## src/rtl/dff_bank_arbiter.sv

```systemverilog
// rtl/dff_bank_arbiter.sv - round-robin arbiter and write sequencer for a shared DFF register
module dff_bank_arbiter #(
  parameter int WIDTH = 8,
  parameter int NREQ  = 4,
  parameter int IDX_W = 2
) (
  input  logic                  CLK,
  input  logic                  RESET,
  input  logic [NREQ-1:0]       REQ,
  input  logic [NREQ*WIDTH-1:0] WDATA,
  output logic [NREQ-1:0]       GNT,
  output logic                  DONE,
  output logic [WIDTH-1:0]      Q,
  output logic [IDX_W-1:0]      OWNER,
  output logic                  BUSY
);

  localparam int NSLOT = 2**IDX_W;

  typedef enum logic [1:0] {IDLE, GRANT, RELEASE} state_t;

  state_t            state, state_nxt;
  logic [IDX_W-1:0]  ptr, ptr_nxt, owner_nxt, ptr_after;
  logic [IDX_W-1:0]  sel, cand;
  logic              found;
  logic [NREQ-1:0]   gnt_nxt;
  logic              done_nxt;
  logic [WIDTH-1:0]  q_nxt;

  // Requests and data padded to the full index range so OWNER can index directly.
  logic [NSLOT-1:0]  req_pad;
  logic [WIDTH-1:0]  wdata_slot [NSLOT];

  always_comb begin
    req_pad = '0;
    req_pad[NREQ-1:0] = REQ;
  end

  generate
    for (genvar i = 0; i < NSLOT; i++) begin : g_slot
      if (i < NREQ) begin : g_real
        assign wdata_slot[i] = WDATA[i*WIDTH +: WIDTH];
      end else begin : g_pad
        assign wdata_slot[i] = '0;
      end
    end
  endgenerate

  // First requester at or after the round-robin pointer, wrapping modulo NREQ.
  always_comb begin
    found = 1'b0;
    sel   = '0;
    cand  = '0;
    for (int k = 0; k < NREQ; k++) begin
      cand = IDX_W'((int'(ptr) + k) % NREQ);
      if (!found && req_pad[cand]) begin
        found = 1'b1;
        sel   = cand;
      end
    end
  end

  assign ptr_after = (OWNER == IDX_W'(NREQ - 1)) ? '0 : OWNER + 1'b1;
  assign BUSY      = (state != IDLE);

  always_comb begin
    state_nxt = state;
    ptr_nxt   = ptr;
    gnt_nxt   = GNT;
    done_nxt  = 1'b0;
    q_nxt     = Q;
    owner_nxt = OWNER;
    case (state)
      IDLE: begin
        if (found) begin
          for (int i = 0; i < NREQ; i++) begin
            gnt_nxt[i] = (IDX_W'(i) == sel);
          end
          owner_nxt = sel;
          state_nxt = GRANT;
        end
      end
      GRANT: begin
        if (req_pad[OWNER]) begin
          q_nxt     = wdata_slot[OWNER];
          done_nxt  = 1'b1;
          state_nxt = RELEASE;
        end else begin
          // Owner withdrew before the write: abandon without touching Q.
          gnt_nxt   = '0;
          ptr_nxt   = ptr_after;
          state_nxt = IDLE;
        end
      end
      RELEASE: begin
        if (!req_pad[OWNER]) begin
          gnt_nxt   = '0;
          ptr_nxt   = ptr_after;
          state_nxt = IDLE;
        end
      end
      default: begin
        gnt_nxt   = '0;
        state_nxt = IDLE;
      end
    endcase
  end

  always_ff @(posedge CLK or posedge RESET) begin
    if (RESET) begin
      state <= IDLE;
      ptr   <= '0;
      GNT   <= '0;
      DONE  <= 1'b0;
      Q     <= '0;
      OWNER <= '0;
    end else begin
      state <= state_nxt;
      ptr   <= ptr_nxt;
      GNT   <= gnt_nxt;
      DONE  <= done_nxt;
      Q     <= q_nxt;
      OWNER <= owner_nxt;
    end
  end

endmodule

```

## config.mk

```make
export PLATFORM = sky130hd
export DESIGN_NAME = dff_bank_arbiter
export DESIGN_NICKNAME = d
export VERILOG_FILES = /design/src/rtl/dff_bank_arbiter.sv
export SDC_FILE = /design/constraint.sdc
export NUM_CORES = 1
export LEC_CHECK = 0
export CAP_MARGIN = 5
export CORE_AREA = 4 4 60 62
export CTS_BUF_LIST = sky130_fd_sc_hd__clkbuf_4 sky130_fd_sc_hd__clkbuf_8
export CTS_CLUSTER_DIAMETER = 80
export DETAILED_ROUTE_END_ITERATION = 8
export DIE_AREA = 0 0 64 66
export PLACE_DENSITY = 0.85
export SETUP_SLACK_MARGIN = 0.5
export SLEW_MARGIN = 20
export SYNTH_ARGS = -nofsm -noshare
export SYNTH_HDL_FRONTEND = slang
export SYNTH_SLANG_ARGS = --single-unit
```

## constraint.sdc

```tcl
create_clock -name CLK -period 1.7 [get_ports CLK]
set_clock_uncertainty 0.2 [all_clocks]
set_input_delay 0.51 -clock CLK [delete_from_list [all_inputs] [get_ports CLK]]
set_output_delay 0.51 -clock CLK [all_outputs]
set_load 0.03 [all_outputs]
```

# Yosys cells after proc, flatten, opt, wreduce, memory -nomap -nowiden
# Cells that the tools add are included.
# word_totals
out_inout_bits	16
wordCells	73
romBits	0
latch_bits	0
ff_bits	19
mem_bits_rw	0
mem_count	0
# classes
n_shift	0
muxes	31
n_mul	0
div_mod_pow	0
order_cmp	6
eq_ne	9
bitwise	2
n_reduce_logical	15
addsub	4
# op_table
cell	count
8-bit binary-select mux with 2-bit select	1
2-bit two-way mux	8
8-bit two-way mux	2
2-bit by 3-bit < comparator with 1-bit output, second input constant	5
1-bit two-way mux	11
1-bit binary-select mux with 2-bit select	5
2-bit AND reduction	5
4-bit two-way mux	2
4-bit case mux with 2 select lines	1
2-bit != test, second input constant	3
2-bit case mux with 3 select lines	1
2-bit by 1-bit adder with 2-bit output, second input constant	2
2-bit adder, second input constant	2
2-bit == test, first input constant	2
2-bit == test, second input constant	2
2-bit logical NOT	2
3-bit >= comparator, second input constant	1
1-bit logical AND	3
1-bit logical NOT	3
2-bit NOT with 3-bit output	1
1-bit by 2-bit == test with 1-bit output, first input constant	1
2-bit by 1-bit == test with 1-bit output, second input constant	1
2-bit nonzero test	1
2-bit OR reduction	1
1-bit NOT	1

# Longest topological paths before layout
# Gate-level depths: netlist of run 1.
# depth
depth_word	15
depth_mapped	5
depth_no_buf	5

# Worst setup path before layout of run 1
# Ideal clock, no wire load.
# synth_path
kind	reg-to-reg
start	register OWNER[0]
end	register Q[0]
synth_period_minus_slack_ns	1.976
slack_ns	-0.276
setup_time_ns	0.125
stages_incl_launch_ff	4
path_buffers	0
t_required_ns	1.375
arrival_time_ns	1.651
cell_sequence	dfrtp_1 > mux4_2 > nand2_4 > mux2_2
# synth_via
elab_chain_len	4
# synth_lines
item	line	text
start: declaration	14	output logic [IDX_W-1:0] OWNER,
start signal: assignment	123	OWNER <= owner_nxt;
2-bit NOT with 3-bit output (not written as such)	85	q_nxt = wdata_slot[OWNER];
8-bit binary-select mux with 2-bit select	85	
8-bit two-way mux (not written as such) (2 in a row)	85	
end signal: assignment	122	Q <= q_nxt;
end: declaration	13	output logic [WIDTH-1:0] Q,
# Several ways; a longest one is shown, not always the timed one. The select of a mux whose other input is x is not followed.
# A chain may end at the register's enable or synchronous reset.

# Final worst setup path of run 1
# layout_path
start	input REQ[3]
end	register Q[2]
# layout_via
elab_chain_len	3
# layout_lines
item	line	text
start: declaration	9	input logic [NREQ-1:0] REQ,
1-bit binary-select mux with 2-bit select	84	if (req_pad[OWNER]) begin
1-bit two-way mux (not written as such)	84	
2-bit AND reduction (no line)	-	
# No other way between the ends. The select of a mux whose other input is x is not followed.

==> flow_summary.json, run 1 <==
{
  "run_status": "complete, but fails checks",
  "violations": "setup timing",
  "core_area_um2": 3030,
  "worstMarginPinSlew_ns": 0.311,
  "summed_instance_area_of_the_synthesized_netlist_um2": 1110,
  "cts_htree_levels": 1,
  "cts_made_buffers": 3,
  "die_width_um": 64,
  "unrepaired_setup_endpoints_after_global_routing": "true",
  "drc_errors": 0,
  "synth_common_cells": "dfrtp_1, mux2_2, mux4_2",
  "yosys.area.top_type_share_pct": 42.7,
  "worstSetupPathType": "input pin to flop",
  "post-synth-top-area-cell": "dfrtp_1",
  "vdd.ir_drop.worst_mv": 1.01,
  "final_layout_size_suffix_gt1_share_pct": 60.8,
  "layout_setup_ws_ns": -0.137,
  "layout.core_utilization_pct": 72.5,
  "crit_path_end": "Q[2]",
  "clock_insertion_delay_worst_skew_ns": 0.29,
  "layout.nets": 219,
  "drtAntennaViolNets": 0,
  "synth_enable_flop_cells": 0,
  "synth.area.top_cells": "dfrtp_1, mux4_2, mux2_2, ha_1, inv_1",
  "final-max-slew-violation-count": 0,
  "clock_tree_from_tritoncts": "done",
  "route.detailed.vias_per_inst": 4.98,
  "count_of_routing_violations_after_the_opening_detailed_route_iteration": 18,
  "most_common_cell_in_the_netlist": "dfrtp_1",
  "largest_family_of_logic_cells_by_synthesized_area": "multiplexers",
  "power.leakage_nw": 0.996,
  "startpoint": "REQ[3]",
  "finalWorstPathRequiredPeriod_ns": 1.84,
  "grt_pass1_vias": 1247,
  "globalRouteOverflowTotal": 0,
  "synth_simple_gate_area_share_pct": 11.9,
  "dp.final_hpwl_mm": 2.63,
  "muxShareOfSynthArea_pct": 27.3,
  "critical_path_arrival_ns": 1.82,
  "layout.cell_area.non_filler_um2": 2190,
  "cellPowerDensity_nw_per_um2": 1750,
  "critPathMaxFanout": 6,
  "cts_max_path_buffers": 2,
  "tns_ns": -1.68,
  "synth_compound_gate_area_share_pct": 10.4,
  "crit_path_max_incr_delay_ns": 0.61,
  "timing.reg2reg.setup_slack_ns": -0.13,
  "timing.final.hold_violations": 0,
  "combPwrFrac_pct": 71.0,
  "path_clk_slew_ns": 0.10,
  "postSynthNetCount": 127,
  "p_int_mw": 2.27,
  "maxCapViolCount": 0,
  "synth-main-ff-cell": "dfrtp_1",
  "synth_warnings": 0,
  "globalRouteTotalUtil_pct": 19.4,
  "synth_cells": 85,
  "timing.slew.headroom_pct": 79.1,
  "port-buffer-count": 53,
  "regToRegEndpoint": "Q[2]",
  "timing.critical_path.to_type": "flop",
  "max_clock_freq_mhz": 544,
  "worst_hold_startpoint": "GNT[1]",
  "totalWireLength_mm": 3.81,
  "design.die.area_um2": 4220,
  "post_drt_wl_per_cell_um": 17.3,
  "syn_area_per_cell_um2": 13.1,
  "firstDrtPassIters": 3,
  "pwr-share-seq_pct": 22.7,
  "antenna_found_initial": 0,
  "timing.final.setup_violations": 19,
  "timing.reg2reg.worst_path_depth": 3,
  "post_synth_xor_area_fraction_pct": 0,
  "netSwitchingFraction_pct": 40.9,
  "holdBufCountCts": 0,
  "ioPinCount": 54,
  "start_kind": "input pin",
  "clock_sink_total": 19,
  "die_height_um": 66,
  "placement_rows": 20,
  "gp_congestion": 0.846,
  "grt_start_max_net_pins": 20,
  "ctsRootBufferMaster": "clkbuf_4",
  "synth.yosys.seq_area_share_pct": 42.7,
  "worstPathCellList": "clkdlybuf4s15_2 -> mux4_2 -> nand2_4 -> mux2_4",
  "post_synth_num_cell_types": 30,
  "async_reset_ff_share_pct": 100,
  "switchingPower_mw": 1.57,
  "vias": 1095,
  "clock_power_share_pct": 6.2,
  "postPlaceCellArea_um2": 1810,
  "antenna_cells": 0,
  "synthToLayoutAreaGrowth_pct": 97.1,
  "data_required_time_at_the_worst_endpoint_ns": 1.68,
  "timing.final.crit_share_pct": 108,
  "initial_core_utilization_pct": 36.8,
  "postSynthRegisterBits": 19,
  "min_path_type": "flop to flop",
  "grt_pass1_wl_mm": 6.27,
  "synthesized_area_fraction_occupied_by_adder_cells_pct": 4.49,
  "fill_cells": 210,
  "critical_path.reg2reg.startpoint": "OWNER[0]",
  "crit_path_top_delay_cell": "mux4_2"
}
## kinds of logic after synthesis
family | Yosys count
flip-flops | 19
AO/OA/AOI/OAI | 15
adder cells (fa/ha/maj) | 4
buffers and inverters | 8
multiplexers | 18
AND/OR/NAND/NOR | 21
## repair_timing
item,4_1_cts,5_1_grt
endpoints found under the setup margin,35,35
gates resized for setup,64,4
cloned,1,0
pin swaps,6,3
setup buffers,15,5
## per-stage QoR
step           hold slack, ns  power, mW  cells  worst slack (ns)
6_report                0.328       3.83    220            -0.137
5_1_grt                 0.348       4.07    220            -0.183
4_1_cts                 0.335       3.71    215            -0.130
3_5_place_dp            0.283       2.83    195            -0.680
3_3_place_gp            0.275       2.75    195            -0.626
2_1_floorplan           0.261       2.11     85            -0.164
## cells in the final DEF, fill, tap and decap left out, types with 3 or more instances in the layout
| master | n |
|---|---|
| mux4_2 | 9 |
| buf_6 | 25 |
| buf_4 | 26 |
| inv_2 | 3 |
| ha_1 | 3 |
| clkdlybuf4s50_1 | 33 |
| nand2_2 | 3 |
| clkbuf_4 | 4 |
| dfrtp_1 | 17 |
| mux2_4 | 9 |
| nor2_2 | 3 |
## layer usage
metal  vias up  track usage, %  part of all wire [%]
met4         0            7.55                   1.7
li1        510               -                     -
met2        47            34.8                    52
met1       532            20.0                    36
met3         6            7.82                    10
met5         -               0                     0
## flip-flops by register name, indices dropped and copies added, names as in the netlist
register and cells:
DONE 1, GNT 4, OWNER 2, Q 8
ptr 2, state 2
## worst max-delay path: cells and delay by family
kind | cells | cell delay (ns)
AND/OR/NAND/NOR | 1 | 0.17
buffers and inverters | 1 | 0.21
multiplexers | 2 | 0.93
## how the worst min path moves through the flow
stage / to / depth (start not counted)
after floorplan: DONE / 1
after global placement: GNT[1] / 1
after detailed placement: GNT[1] / 1
after CTS: GNT[1] / 1
after global routing: GNT[1] / 1
final: GNT[1] / 1
## power by group through the flow
stage	Clock [mW]	Combinational (mW)	Sequential, mW
after floorplan	0	0.973	1.14
after detailed placement	0	2.00	0.831
final	0.239	2.72	0.872
after global placement	0	1.94	0.815
after CTS	0.243	2.61	0.859
after global routing	0.270	2.91	0.895
## layout make-up
cell class                      count  area [um^2]  share of cell area [%]
Tap cell                           44         55.1                    2.51
Multi-Input combinational cell     59          763                    34.8
Sequential cell                    19          478                    21.8
Clock buffer                        4         30.0                    1.37
Timing Repair Buffer               88          843                    38.4
Inverter                            6         25.0                    1.14
(Power assumes the default switching activity.)
==> run 2, diff against run 1 <==
Settings changed: SETUP_SLACK_MARGIN 0.5 to not set.
==> run 2 against run 1 <==
The run still ends with setup timing left; cell area fell by 5.6%; final cell count fell by 2.7%; maximum frequency rose by 0.16%; critical path depth did not move; worst hold slack got worse by 0.019 ns; combinational power fell by 5%; power fell by 3.9%; clock-buffer cell count did not move; non-clock buffer count fell by 5; flip-flop and latch count did not move; core utilization fell by 4.0 points; largest cell class unchanged; highest routed layer unchanged.
==> flow_summary.json, run 2 (synthesis results as in run 1) <==
{
  "run_status": "complete, but fails checks",
  "violations": "setup timing",
  "layout_setup_ws_ns": -0.134,
  "crit_path_max_incr_delay_ns": 0.43,
  "largest-register": "Q",
  "start_kind": "flop",
  "dp.final_hpwl_mm": 2.62,
  "cp_num_buf_inv": 3,
  "firstDrtPassIters": 4,
  "fin_worst_hold_slack_ns": 0.308,
  "grt_pass1_wl_mm": 5.53,
  "maxCapViolCount": 0,
  "timing.final.hold_violations": 0,
  "clock_tree_from_tritoncts": "done",
  "min_path_type": "flop to flop",
  "antenna_found_initial": 0,
  "stdcell_count": 214,
  "vdd.ir_drop.worst_mv": 0.612,
  "combPwrFrac_pct": 70.2,
  "cts_made_buffers": 3,
  "unrepaired_setup_endpoints_after_global_routing": "true",
  "crit_path_top_delay_cell": "dfrtp_1",
  "route.detailed.vias_per_inst": 4.96,
  "final-max-slew-violation-count": 0,
  "timing.final.setup_violations": 19,
  "drc_errors": 0,
  "cpLargestDelayFamily": "flip-flops",
  "timing.slew.headroom_pct": 77.5,
  "ctsRootBufferMaster": "clkbuf_4",
  "placement_rows": 20,
  "die_height_um": 66,
  "initial_core_utilization_pct": 36.8,
  "largest_register_ff_count": 8,
  "postPlaceCellArea_um2": 1780,
  "data_required_time_at_the_worst_endpoint_ns": 0.99,
  "grt_pass1_vias": 1171,
  "count_of_routing_violations_after_the_opening_detailed_route_iteration": 23,
  "cts_htree_levels": 1,
  "clock_insertion_delay_worst_skew_ns": 0.30,
  "fill_cells": 222,
  "path_clk_slew_ns": 0.10,
  "most-common-layout-cells": "buf_4, clkdlybuf4s50_1, dfrtp_1",
  "timing.critical_path.to_type": "primary output",
  "clock_sink_total": 19,
  "cpMostUsedCell": "inv_2",
  "worstPathCellList": "inv_2 -> ha_4 -> inv_2 -> buf_6",
  "worstSetupPathType": "flop to primary output",
  "core_area_um2": 3030,
  "layout.core_utilization_pct": 68.4,
  "vias": 1061,
  "drtAntennaViolNets": 0,
  "critical_path_arrival_ns": 1.12,
  "ioPinCount": 54,
  "netSwitchingFraction_pct": 41.2,
  "design.die.area_um2": 4220,
  "pwr-share-seq_pct": 23.0,
  "globalRouteTotalUtil_pct": 17.2,
  "antenna_cells": 0,
  "globalRouteOverflowTotal": 0,
  "layout.nets": 213,
  "totalWireLength_mm": 3.51,
  "switchingPower_mw": 1.52,
  "cts_max_path_buffers": 2,
  "layout.cell_area.non_filler_um2": 2070,
  "finalWorstPathRequiredPeriod_ns": 1.83,
  "top_registers": "Q (8), GNT (4)",
  "gp_congestion": 0.763,
  "post-place-ws_ns": -0.694,
  "final_layout_size_suffix_gt1_share_pct": 51.8,
  "final_common_cell": "buf_4",
  "p_int_mw": 2.17,
  "holdBufCountCts": 0,
  "worstMarginPinSlew_ns": 0.336,
  "clock_power_share_pct": 6.8,
  "power.total_mw": 3.68,
  "timing.final.crit_share_pct": 108,
  "synthToLayoutAreaGrowth_pct": 86.1,
  "power.leakage_nw": 0.942,
  "tns_ns": -1.90,
  "critPathMaxFanout": 2,
  "port-buffer-count": 53,
  "placed_cells": 197,
  "timing.reg2reg.setup_slack_ns": -0.13,
  "die_width_um": 64,
  "max_clock_freq_mhz": 545,
  "post_drt_wl_per_cell_um": 16.4,
  "grt_start_max_net_pins": 20,
  "cellPowerDensity_nw_per_um2": 1780
}
-- run 2: cell count changes in the layout (fill, tap and decap cells not counted), moves of 2 or more --
cell             change
buf_6               -19
nor2_2               -3
buf_4               +12
nand2_1              +2
nand2_2              -3
nor2b_1              +2
nor2b_4              -2
nor2_1               +2
clkdlybuf4s15_1      +3
-- run 2: worst paths after layout --
path / start / endpoint / cells after the start
max reg2reg: OWNER[0] / ptr[1] / 4
min reg2reg: GNT[0] / GNT[0] / 1
min: GNT[0] / GNT[0] / 1
max in group asynchronous: RESET / OWNER[0] / 3
max: state[0] / BUSY / 4
min in group asynchronous: RESET / Q[2] / 3
-- run 2: power by group through the flow --
stage / Combinational, mW / Sequential (mW) / Clock [mW]
2_1_floorplan: 0.906 / 1.13 / 0
3_3_place_gp: 1.89 / 0.814 / 0
3_5_place_dp: 1.96 / 0.830 / 0
4_1_cts: 2.49 / 0.836 / 0.247
5_1_grt: 2.74 / 0.873 / 0.272
6_report: 2.59 / 0.846 / 0.250
-- run 2: area by class of cell --
cell class,count,area (um^2),area share (%)
flip-flops and latches,19,478,23.1
repair buffers,83,757,36.5
clock buffers,4,30.0,1.45
multi-input cells,58,729,35.2
inverters,6,22.5,1.09
well taps,44,55.1,2.66
-- run 2: routing by layer --
layer | track usage [%] | share of wire (%) | wire length, um
met2 | 31.6 | 51 | 1790
met3 | 4.25 | 8.4 | 293
met5 | 0 | 0 | 0
met1 | 19.2 | 39 | 1380
met4 | 5.66 | 1.2 | 43
-- run 2: what timing repair did --
item	CTS	global route
endpoints found under the setup margin	22	20
resized for setup	42	6
buffers inserted	12	2
pin swaps	8	6
==> patch: new RTL, config.mk and constraints of run 1 <==
Reset style: synchronous (`RESET`), changed in one clocked block.
--- a/src/rtl/dff_bank_arbiter.sv
+++ b/src/rtl/dff_bank_arbiter.sv
@@ -106,7 +106,7 @@
     endcase
   end
 
-  always_ff @(posedge CLK or posedge RESET) begin
+  always_ff @(posedge CLK) begin
     if (RESET) begin
       state <= IDLE;
       ptr   <= '0;
Function: differs if RESET is asserted again (counterexample within 4 cycles, from zero or initial values and one cycle with RESET high); with RESET held inactive, the same outputs for 10 cycles.
==> patch against run 1 <==
- the flow still finishes with violations (setup timing)
- register-to-register slack worse by 0.05 ns
- sequential cell count unchanged
- worst setup slack worse by 0.043 ns
- area after synthesis down 4.6%
- wire length up 3.6%
- cell area down 4.3%
- critical path depth unchanged
- first-iteration DRC count up 94%
- critical path type is now reg2reg
Power is not compared: it rests on default switching activity, and its combinational part moved more than twofold at a synthesized area within 25%.
==> patch: results (changes against run 1) <==
metric	value	unit	change
outcome	finished with violations		
failing checks	setup timing		
Seq/Total Area, Yosys	35.81	%	-6.9 points
main area contributors after synthesis	dfxtp_1 (36%), mux4_2 (19%), a21oi_1 (7.5%), nand2_1 (7.1%), ha_1 (4.7%)		
DRT Wirelength	3950	µm	+3.6%
initial DRC count	35		+17
setup TNS	-1.498	ns	+0.1776 ns
GR Util met1	18.55	%	-1.4 points
post-detail-place hpwl	2722	µm	+3.5%
routing usage on met3	1.701	%	-6.1 points
leading post-synthesis cells by instance count	nand2_1 (20), dfxtp_1 (19), a21oi_1 (16), mux4_2 (9), nor2_1 (7)		
gr usage total	18.08	%	-1.3 points
largest net degree at the start of global routing	12		-40%
Post-layout nets	241		+10%
worst slack, placed	-0.7010	ns	-0.02068 ns
WL met1	1436	µm	+5.3%
Post-Place Cell Area	0.001708	mm²	-5.8%
clock slew at the register clock pins of the worst setup and hold paths	0.13	ns	+0.03 ns
clock latency on the worst-skew pair	0.32	ns	+0.03 ns
Slew HR	80.85	%	+1.7 points
count of different cell masters after synthesis	26		-13%
routability cong.	0.8457		about the same
crit-path max FO	5		-1
drt pass-1 iters	4		+1
syn_nets	152		+20%
GRT met2 Usage	36.39	%	+1.5 points
vias in the first global route	1286		+3.1%
asr flop ratio synth	0	%	-100 points
setup violators final	15		-4
global-route wire length before repair	5892	µm	-6.0%
met3 wire length	77	µm	-80%
worst setup margin	-0.1795	ns	-0.04252 ns
## patch: cell count changes in the layout (fill, tap and decap cells not counted), sizes merged, moves of 4 or more
cell / run 1 / this run
o21ai: 4 / 0
nand2: 6 / 20
dfrtp: 19 / 0
a21oi: 0 / 16
mux2: 9 / 0
dfxtp: 0 / 19
## patch: final timing paths
kind / startpoint / to / cells after the start
worst min-delay path: GNT[0] / GNT[0] / 1
worst max register to register: OWNER[1] / GNT[2] / 4
worst min register to register: GNT[0] / GNT[0] / 1
worst max-delay path: OWNER[1] / GNT[2] / 4
## patch: worst max-delay path, cell delays in order, from the launching register on
cell and delay (ns):
dfxtp_4 0.37, mux4_2 0.57, buf_4 0.19, a211oi_4 0.27, a32o_1 0.20
## patch: kinds of logic (layout without fill, tap and decap cells)
family                   count (synthesis)  count (layout)  share of synthesized area, %
AO/OA/AOI/OAI                           28              28                         17.55
buffers and inverters                   10              98                         4.240
adder cells (fa/ha/maj)                  4               4                         4.712
AND/OR/NAND/NOR                         38              38                         16.73
multiplexers                            11              11                         20.97
flip-flops                              19              19                         35.81
## patch: layout make-up
| class | count | area [µm²] |
|---|---|---|
| Inverter | 4 | 20.02 |
| Timing Repair Buffer | 90 | 847.1 |
| Clock inverter | 1 | 5.005 |
| Sequential cell | 19 | 405.4 |
| Clock buffer | 3 | 22.52 |
| Multi-Input combinational cell | 81 | 744.5 |
| Tap cell | 44 | 55.05 |
| Fill cell | 213 | 928.4 |
## patch: what timing repair did
action,4_1_cts,5_1_grt
endpoints found under the setup margin,35,35
resized for setup,63,15
buffers inserted,14,12
pin swaps,7,7
## patch: metrics by stage
step                      util, %  std cells
after floorplan                 -        110
after global placement      56.41        212
after detailed placement    56.41        212
after CTS                   64.79        230
after global routing        69.34        242
final                       69.34        242
